### src/rtl/maple_port_sched_pkg.sv
// Shared definitions for the Maple port sequencer: port geometry, FSM state encodings
// and a small index-to-one-hot helper.
package maple_port_sched_pkg;

    localparam int NPORTS = 4;
    localparam int PORT_W = 2;

    typedef enum logic [2:0] {
        ST_IDLE    = 3'd0,
        ST_GRANT   = 3'd1,
        ST_TX      = 3'd2,
        ST_TURN    = 3'd3,
        ST_RX      = 3'd4,
        ST_RELEASE = 3'd5
    } state_e;

    function automatic logic [NPORTS-1:0] port_onehot(input logic [PORT_W-1:0] idx);
        return NPORTS'(1) << idx;
    endfunction

endpackage

### src/rtl/maple_port_sched_rr_arb4.sv
// Combinational round-robin pick: first requesting port searching upward from last+1,
// wrapping so that the previous owner is considered last.
module rr_arb4
    import maple_port_sched_pkg::*;
(
    input  logic [NPORTS-1:0] req,
    input  logic [PORT_W-1:0] last,
    output logic              valid,
    output logic [PORT_W-1:0] idx
);

    logic [PORT_W-1:0] cand;

    // Walk offsets from farthest to nearest so the nearest requester wins.
    always_comb begin
        valid = 1'b0;
        idx   = '0;
        cand  = '0;
        for (int k = NPORTS; k >= 1; k--) begin
            cand = last + PORT_W'(k);
            if (req[cand]) begin
                valid = 1'b1;
                idx   = cand;
            end
        end
    end

endmodule

### src/rtl/maple_port_sched.sv
// Maple bus port sequencer: round-robin grant, then settle -> transmit -> turnaround ->
// receive window -> release for the granted port. All outputs are registered.
module maple_port_sched
    import maple_port_sched_pkg::*;
#(
    parameter int TURNAROUND = 4,
    parameter int RX_TIMEOUT = 48000,
    parameter int TO_W       = 16
) (
    input  logic              clk,
    input  logic              rst_n,
    input  logic [NPORTS-1:0] req,
    input  logic              abort,
    input  logic              tx_done,
    input  logic              rx_frame_end,
    output logic [NPORTS-1:0] grant,
    output logic [PORT_W-1:0] port_select,
    output logic              oe,
    output logic              tx_start,
    output logic              rx_enable,
    output logic              done,
    output logic              timeout,
    output logic [2:0]        state_dbg
);

    localparam logic [TO_W-1:0] TURN_LAST = TO_W'(TURNAROUND - 1);
    localparam logic [TO_W-1:0] RX_LAST   = TO_W'(RX_TIMEOUT - 1);

    state_e            state_q, state_d;
    logic [TO_W-1:0]   cnt_q, cnt_d;
    logic [PORT_W-1:0] last_port_q, last_port_d;
    logic [NPORTS-1:0] grant_q, grant_d;
    logic [PORT_W-1:0] port_select_q, port_select_d;
    logic              oe_q, oe_d;
    logic              tx_start_q, tx_start_d;
    logic              rx_enable_q, rx_enable_d;
    logic              done_q, done_d;
    logic              timeout_q, timeout_d;

    logic              arb_valid;
    logic [PORT_W-1:0] arb_idx;

    rr_arb4 u_arb (
        .req   (req),
        .last  (last_port_q),
        .valid (arb_valid),
        .idx   (arb_idx)
    );

    always_comb begin
        state_d       = state_q;
        cnt_d         = cnt_q;
        last_port_d   = last_port_q;
        grant_d       = grant_q;
        port_select_d = port_select_q;
        oe_d          = 1'b0;
        tx_start_d    = 1'b0;
        rx_enable_d   = 1'b0;
        done_d        = 1'b0;
        timeout_d     = 1'b0;

        // Abort outranks tx_done and rx_frame_end in every active state.
        if (abort && (state_q inside {ST_GRANT, ST_TX, ST_TURN, ST_RX})) begin
            state_d   = ST_RELEASE;
            grant_d   = '0;
            timeout_d = 1'b1;
        end else begin
            case (state_q)
                ST_IDLE: begin
                    if (arb_valid) begin
                        state_d       = ST_GRANT;
                        grant_d       = port_onehot(arb_idx);
                        port_select_d = arb_idx;
                    end
                end
                ST_GRANT: begin
                    state_d    = ST_TX;
                    tx_start_d = 1'b1;
                    oe_d       = 1'b1;
                end
                ST_TX: begin
                    if (tx_done) begin
                        state_d = ST_TURN;
                        cnt_d   = '0;
                    end else begin
                        oe_d = 1'b1;
                    end
                end
                ST_TURN: begin
                    if (cnt_q == TURN_LAST) begin
                        state_d     = ST_RX;
                        cnt_d       = '0;
                        rx_enable_d = 1'b1;
                    end else begin
                        cnt_d = cnt_q + TO_W'(1);
                    end
                end
                ST_RX: begin
                    if (rx_frame_end) begin
                        state_d = ST_RELEASE;
                        grant_d = '0;
                        done_d  = 1'b1;
                    end else if (cnt_q == RX_LAST) begin
                        state_d   = ST_RELEASE;
                        grant_d   = '0;
                        timeout_d = 1'b1;
                    end else begin
                        cnt_d       = cnt_q + TO_W'(1);
                        rx_enable_d = 1'b1;
                    end
                end
                ST_RELEASE: begin
                    state_d     = ST_IDLE;
                    last_port_d = port_select_q;
                end
                default: state_d = ST_IDLE;
            endcase
        end
    end

    always_ff @(posedge clk or negedge rst_n) begin
        if (!rst_n) begin
            state_q       <= ST_IDLE;
            cnt_q         <= '0;
            last_port_q   <= PORT_W'(NPORTS - 1);
            grant_q       <= '0;
            port_select_q <= '0;
            oe_q          <= 1'b0;
            tx_start_q    <= 1'b0;
            rx_enable_q   <= 1'b0;
            done_q        <= 1'b0;
            timeout_q     <= 1'b0;
        end else begin
            state_q       <= state_d;
            cnt_q         <= cnt_d;
            last_port_q   <= last_port_d;
            grant_q       <= grant_d;
            port_select_q <= port_select_d;
            oe_q          <= oe_d;
            tx_start_q    <= tx_start_d;
            rx_enable_q   <= rx_enable_d;
            done_q        <= done_d;
            timeout_q     <= timeout_d;
        end
    end

    assign grant       = grant_q;
    assign port_select = port_select_q;
    assign oe          = oe_q;
    assign tx_start    = tx_start_q;
    assign rx_enable   = rx_enable_q;
    assign done        = done_q;
    assign timeout     = timeout_q;
    assign state_dbg   = state_q;

endmodule
### config.mk
export PLATFORM = sky130hd
export DESIGN_NAME = maple_port_sched
export DESIGN_NICKNAME = d
export VERILOG_FILES = /design/src/rtl/maple_port_sched_pkg.sv /design/src/rtl/maple_port_sched_rr_arb4.sv /design/src/rtl/maple_port_sched.sv
export SDC_FILE = /design/constraint.sdc
export NUM_CORES = 1
export LEC_CHECK = 0
export ABC_AREA = 1
export ABC_CLOCK_PERIOD_IN_PS = 2200
export CAP_MARGIN = 20
export CORE_MARGIN = 3
export CORE_UTILIZATION = 47
export DETAILED_ROUTE_END_ITERATION = 8
export MAX_ROUTING_LAYER = met4
export PLACE_DENSITY = 0.66
export SLEW_MARGIN = 10
export SYNTH_ARGS = -nofsm -noshare
export SYNTH_HDL_FRONTEND = slang
export SYNTH_SLANG_ARGS = --single-unit
export TNS_END_PERCENT = 100
### constraint.sdc
create_clock -name clk -period 2.2 [get_ports clk]
set_clock_uncertainty 0.1 [all_clocks]
set_input_delay 0.33 -clock clk [delete_from_list [all_inputs] [get_ports clk]]
set_output_delay 0.33 -clock clk [all_outputs]
set_load 0.05 [all_outputs]
==> results of run 1 <==
worst max path at each step:
stage	from	slack [ns]	cells past startpoint	end
final	state_dbg[2]	0.16	1	state_dbg[2]
after global routing	state_dbg[2]	0.09	1	state_dbg[2]
after CTS	state_dbg[2]	0.16	1	state_dbg[2]
after detailed placement	req[3]	0.38	9	port_select[1]
after global placement	req[3]	0.39	9	port_select[1]
after floorplan	state_dbg[0]	0.44	9	cnt_q[6]
area by class of cell:
cell class / instances / area (um2) / area share
tap: 52 / 65.1 / 0.0250
clock inverter: 2 / 35.0 / 0.0134
timing repair buffer: 27 / 270 / 0.104
multi-input combinational: 251 / 1210 / 0.464
inverter: 39 / 149 / 0.0572
sequential: 32 / 803 / 0.308
clock buffer: 6 / 72.6 / 0.0279
registers in the layout (all words and copies together), names as in the netlist:
register	cells
rx_enable	1
oe	1
state_dbg	3
last_port_q	2
tx_start	1
grant	4
done	1
port_select	2
timeout	1
cnt_q	16
report_power, final:
| group | internal, W | switching [W] |
|---|---|---|
| combinational | 0.000512 | 0.00109 |
| clock | 0.000336 | 0.000223 |
| sequential | 0.000724 | 0.000122 |
| total | 0.00157 | 0.00143 |
through the flow:
stage	instances	setup WS (ns)	total power (W)
after global placement	401	0.388	0.00245
after global routing	409	0.0941	0.00324
final	409	0.158	0.00300
after floorplan	329	0.438	0.00207
after CTS	409	0.163	0.00302
after detailed placement	401	0.382	0.00246
cells by family (layout without fill, tap and decap cells):
logic type / count (synthesis) / after routing / share of synthesized area
buf+inv: 46 / 74 / 0.0981
flops: 32 / 32 / 0.360
xor+xnor: 8 / 8 / 0.0314
simple gates: 206 / 206 / 0.409
fa+ha+maj: 1 / 1 / 0.00560
compound gates: 36 / 36 / 0.0959
per-layer routing:
| metal | vias to the layer above | routed length, um |
|---|---|---|
| li1 | 1095 | - |
| met1 | 928 | 2340 |
| met2 | 36 | 2390 |
| met3 | 4 | 224 |
| met4 | 0 | 45 |
| met5 | - | 0 |
cells in the final DEF (no fill, tap or decap), types with 2 or more instances in the layout:
cell type	instances
nand3_1	25
nor2_1	34
dfstp_2	2
o21ai_0	6
dfrtp_1	30
clkbuf_8	5
a21oi_1	11
nor3_1	3
nor2_4	2
o21ai_1	8
inv_1	33
nand2_1	122
nand4_1	7
o21ai_2	5
inv_2	5
nand2_2	5
o211ai_1	4
nor3_2	2
nand3_2	4
buf_4	4
clkdlybuf4s50_1	22
xor2_1	7
==> flow_metrics.env, run 1 <==
export IMPL_syn_cell_area_mm2=0.00223
export IMPL_synth_top_area_cell="dfrtp_1"
export IMPL_crit_chain="clkdlybuf4s50_1"
export IMPL_grt_pass1_wl_um=8540
export IMPL_avgSynthCellArea_um2=6.78
export IMPL_drive_gt1_frac=0.112
export IMPL_core_rowCount=24
export IMPL_setup_tns_ns=0
export IMPL_crit_fanout=7
export IMPL_cp_end_kind="output port"
export IMPL_die_h_um=74.9
export IMPL_grt_pass1_vias=1929
export IMPL_crit_family="buffers and inverters"
export IMPL_power_density_mw_per_mm2=1150
export IMPL_yosys_cell_count_top_type="nand2_1"
export IMPL_path_class="register to output port"
export IMPL_worstHoldPathType="primary input to async pin"
export IMPL_drt_iter0_drc=73
export IMPL_vias=2063
export IMPL_critPathSlowestCell="clkdlybuf4s50_1"
export IMPL_ys_seq_elements=32
export IMPL_fmax_mhz=490
export IMPL_die_area_mm2=0.00561
export IMPL_clkLatencyLatePin_ns=0.29
export IMPL_r2r_start="state_dbg[1]"
export IMPL_cts_htree_levels=2
export IMPL_reg2regPathDepth=9
export IMPL_busiest_layer="met2"
export IMPL_gp_congestion=0.959
export IMPL_fill_cells=452
export IMPL_ys_types=30
export IMPL_clockRootBuffer="clkbuf_8"
export IMPL_cts_num_sinks=32
export IMPL_io_pins=23
export IMPL_rsz0062_at_grt="no"
export IMPL_slew_violations=0
export IMPL_outcome="finished, final reports clean"
export IMPL_critPathLaunchType="register"
export IMPL_synth_top_area_frac=0.336
export IMPL_drc=0
export IMPL_diodes=0
export IMPL_cts_hold_fix_buffers=0
export IMPL_grt_max_degree=33
export IMPL_clk_pin_slew_ns=0.07
export IMPL_final_cell_area_mm2=0.00261
export IMPL_wl_per_cell_um=12.2
export IMPL_tightest_slew_ns=0.503
export IMPL_grt_use_met1=0.256
export IMPL_synth_edf_count=0
export IMPL_synth_area_top_cells="dfrtp_1 34%, nand2_1 21%, nor2_1 5.7%, nand3_1 5.6%, inv_1 5.5%"
export IMPL_coreArea_mm2=0.00447
export IMPL_synth_ff_type="dfrtp_1"
export IMPL_max_stage_delay_ns=0.85
export IMPL_vias_per_cell=5.04
export IMPL_yosys_warnings=0
export IMPL_path_buf_inv=1
export IMPL_reg2reg_to="cnt_q[11]"
export IMPL_synthToLayoutAreaGrowth_pct=16.7
export IMPL_hold_viol=0
export IMPL_tritoncts="built"
export IMPL_grt_use_met2=0.325
export IMPL_async_reset_ff_frac=1.00
export IMPL_io_buffers=22
export IMPL_setup_viol=0
export IMPL_grt_util_met3=0.0521
export IMPL_rrSetupSlack_ns=0.39
export IMPL_antenna_found_initial=0
export IMPL_fin_util=0.582
export IMPL_drt_wl_total_um=5000
export IMPL_cts_path_max_buffers=2
export IMPL_ir_drop_uv=396
export IMPL_initial_core_util=0.499
export IMPL_antenna_left=0
export IMPL_netlist_instances=329
export IMPL_synth_fp_nets=339
export IMPL_track_usage=0.203
export IMPL_cellLeakagePower_nw=1.27
export IMPL_dp_hpwl_um=3700
export IMPL_ys_top_cells_by_count="122 x nand2_1, 34 x nor2_1, 33 x inv_1"
export IMPL_timing_hold_ws_ns=0.350
export IMPL_dpl_cell_area_mm2=0.00250
export IMPL_crit_required_ns=1.77
export IMPL_cts_setup_buffers=0
export IMPL_overflow=0
export IMPL_dr_pass1_iters=4
export IMPL_finalCriticalPeriod_ns=2.04
export IMPL_post_cts_resize_count=0
export IMPL_max_slew_margin_rel=0.664
export IMPL_synth_seq_area_share=0.360
export IMPL_cts_buffers=5
export IMPL_cp_arrival_ns=1.61
export IMPL_layout_nets=366
export IMPL_fin_crit_sh=0.928
export IMPL_maxCapViolCount=0
export IMPL_fp_dieW_um=74.9
Note: power is estimated with default switching activity, not from simulation.
==> run 2: changes to the inputs <==
Settings changed: SYNTH_HIERARCHICAL set to 1.
==> run 2 against run 1 <==
  * Flip-flop and latch count unchanged
  * Via count decreased by 0.73%
  * Register-to-register slack got worse by 0.11 ns
  * Setup slack got worse by 0.038 ns
  * Maximum frequency decreased by 1.8%
  * Wire length decreased by 2.9%
  * Global-route usage decreased by 0.53 points
  * Die area increased by 0.56%
  * Hold slack improved by 0.00084 ns
  * Critical path depth unchanged
==> flow_metrics.env, run 2 <==
export IMPL_yosys_cell_count_top_type="nand2_1"
export IMPL_rsz0062_at_grt="no"
export IMPL_crit_fanout=7
export IMPL_cp_end_kind="output port"
export IMPL_grt_max_degree=33
export IMPL_outcome="finished, final reports clean"
export IMPL_yosys_warnings=6
export IMPL_final_common_cell="nand2_1"
export IMPL_wl_per_cell_um=11.9
export IMPL_drt_wl_total_um=4860
export IMPL_grt_pass1_vias=1805
export IMPL_ys_top_cells_by_count="102 x nand2_1, 35 x nand3_1, 33 x inv_1"
export IMPL_finalCriticalPeriod_ns=2.08
export IMPL_track_usage=0.198
export IMPL_tightest_slew_ns=0.506
export IMPL_ys_seq_elements=32
export IMPL_vias=2048
export IMPL_path_class="register to output port"
export IMPL_setup_tns_ns=0
export IMPL_cts_num_sinks=32
export IMPL_critPathLaunchType="register"
export IMPL_synthToLayoutAreaGrowth_pct=16.1
export IMPL_setup_viol=0
export IMPL_timing_hold_ws_ns=0.351
export IMPL_layout_nets=365
export IMPL_die_h_um=75.1
export IMPL_slew_violations=0
export IMPL_crit_family="buffers and inverters"
export IMPL_critPathSlowestCell="clkdlybuf4s50_1"
export IMPL_dp_hpwl_um=3710
export IMPL_synth_fp_nets=337
export IMPL_avgSynthCellArea_um2=6.87
export IMPL_antenna_found_initial=0
export IMPL_tritoncts="built"
export IMPL_syn_cell_area_mm2=0.00225
export IMPL_coreArea_mm2=0.00447
export IMPL_fin_crit_sh=0.945
export IMPL_synth_seq_area_share=0.358
export IMPL_async_reset_ff_frac=1.00
export IMPL_largest_register_ffs=16
export IMPL_grt_pass1_wl_um=8300
export IMPL_synth_ff_type="dfrtp_1"
export IMPL_hold_viol=0
export IMPL_io_buffers=22
export IMPL_max_slew_margin_rel=0.662
export IMPL_synth_top_area_frac=0.334
export IMPL_io_pins=23
export IMPL_netlist_instances=327
export IMPL_ys_types=36
export IMPL_regMostFlops="cnt_q"
export IMPL_power_density_mw_per_mm2=1170
export IMPL_cts_path_max_buffers=2
export IMPL_vias_per_cell=5.02
export IMPL_final_cell_mix="102 x nand2_1, 35 x nand3_1, 33 x inv_1"
export IMPL_overflow=0
export IMPL_fill_cells=443
export IMPL_crit_required_ns=1.77
export IMPL_maxCapViolCount=0
export IMPL_max_stage_delay_ns=0.86
export IMPL_fmax_mhz=481
export IMPL_drive_gt1_frac=0.138
export IMPL_fp_dieW_um=75.1
export IMPL_cp_arrival_ns=1.65
export IMPL_cts_buffers=5
export IMPL_crit_chain="clkdlybuf4s50_1"
export IMPL_clockRootBuffer="clkbuf_8"
export IMPL_finalPower_w=0.00304
export IMPL_diodes=0
export IMPL_cts_setup_buffers=0
export IMPL_cellLeakagePower_nw=1.29
export IMPL_core_rowCount=24
export IMPL_synth_top_area_cell="dfrtp_1"
export IMPL_gp_congestion=0.927
export IMPL_clkLatencyLatePin_ns=0.28
export IMPL_clk_pin_slew_ns=0.07
export IMPL_path_buf_inv=1
export IMPL_antenna_left=0
export IMPL_dr_pass1_iters=4
export IMPL_die_area_mm2=0.00564
export IMPL_ir_drop_uv=714
export IMPL_cts_htree_levels=2
export IMPL_worstHoldPathType="primary input to async pin"
export IMPL_cts_hold_fix_buffers=0
export IMPL_drt_iter0_drc=132
export IMPL_drc=0
export IMPL_synth_edf_count=0
export IMPL_synth_area_top_cells="dfrtp_1 33%, nand2_1 17%, nand3_1 7.8%, inv_1 5.5%, nor2_1 5.3%"
export IMPL_multi_input_area_mm2=0.00123
export IMPL_register_area_um2=803
export IMPL_post_cts_resize_count=0
export IMPL_initial_core_util=0.502
export IMPL_rrSetupSlack_ns=0.28
## run 2: final timing paths
path / from / cells after the start / to
worst max-delay path: state_dbg[1] / 1 / state_dbg[1]
worst min-delay path: rst_n / 2 / grant[2]
worst max register to register: last_port_q[0] / 10 / grant[1]
worst min register to register: grant[1] / 2 / grant[1]
max in group asynchronous: rst_n / 2 / last_port_q[1]
min in group clk: grant[1] / 2 / grant[1]
## run 2: cells by family after synthesis
group	count (synthesis)	share of synthesized area
XOR/XNOR	6	0.0234
AND/OR/NAND/NOR	211	0.436
AO/OA/AOI/OAI	28	0.0713
flip-flops	32	0.358
adder cells (fa/ha/maj)	1	0.00557
buffers and inverters	47	0.0964
multiplexers	2	0.0100
## run 2: final cells by class
| cell class | count | share of cell area |
|---|---|---|
| clock inverters | 2 | 0.00384 |
| repair buffers | 28 | 0.102 |
| inverters | 40 | 0.0595 |
| flip-flops and latches | 32 | 0.308 |
| well taps | 52 | 0.0250 |
| clock buffers | 6 | 0.0317 |
| multi-input cells | 248 | 0.470 |
## run 2: power by group
group	internal [W]	switching [W]	total (W)
clock network	0.000249	0.000223	0.000472
registers	0.000730	0.000152	0.000882
logic	0.000559	0.00113	0.00169
## run 2: layer usage
metal  global-route usage  part of all wire  up-vias
met2                0.261              0.41       33
met3               0.0427             0.031        7
met5                    -                 0        -
met1                0.296              0.54      902
met4               0.0652             0.013        0
li1                     -                 -     1106
## run 2: metrics by stage
step,setup slack [ns],instances,cell area [um2],util
floorplan,0.279,327,2250,-
global placement,0.152,400,2510,0.562
detailed placement,0.123,400,2510,0.562
CTS,0.103,408,2610,0.583
global route,0.0554,408,2610,0.583
finish,0.121,408,2610,0.583
==> run 3: changes to the inputs <==
Settings changed: GPL_TIMING_DRIVEN set to 1, HOLD_SLACK_MARGIN set to 0.02.
==> results of run 3 <==
Final layout, timing and power as in run 2 (identical DEF).
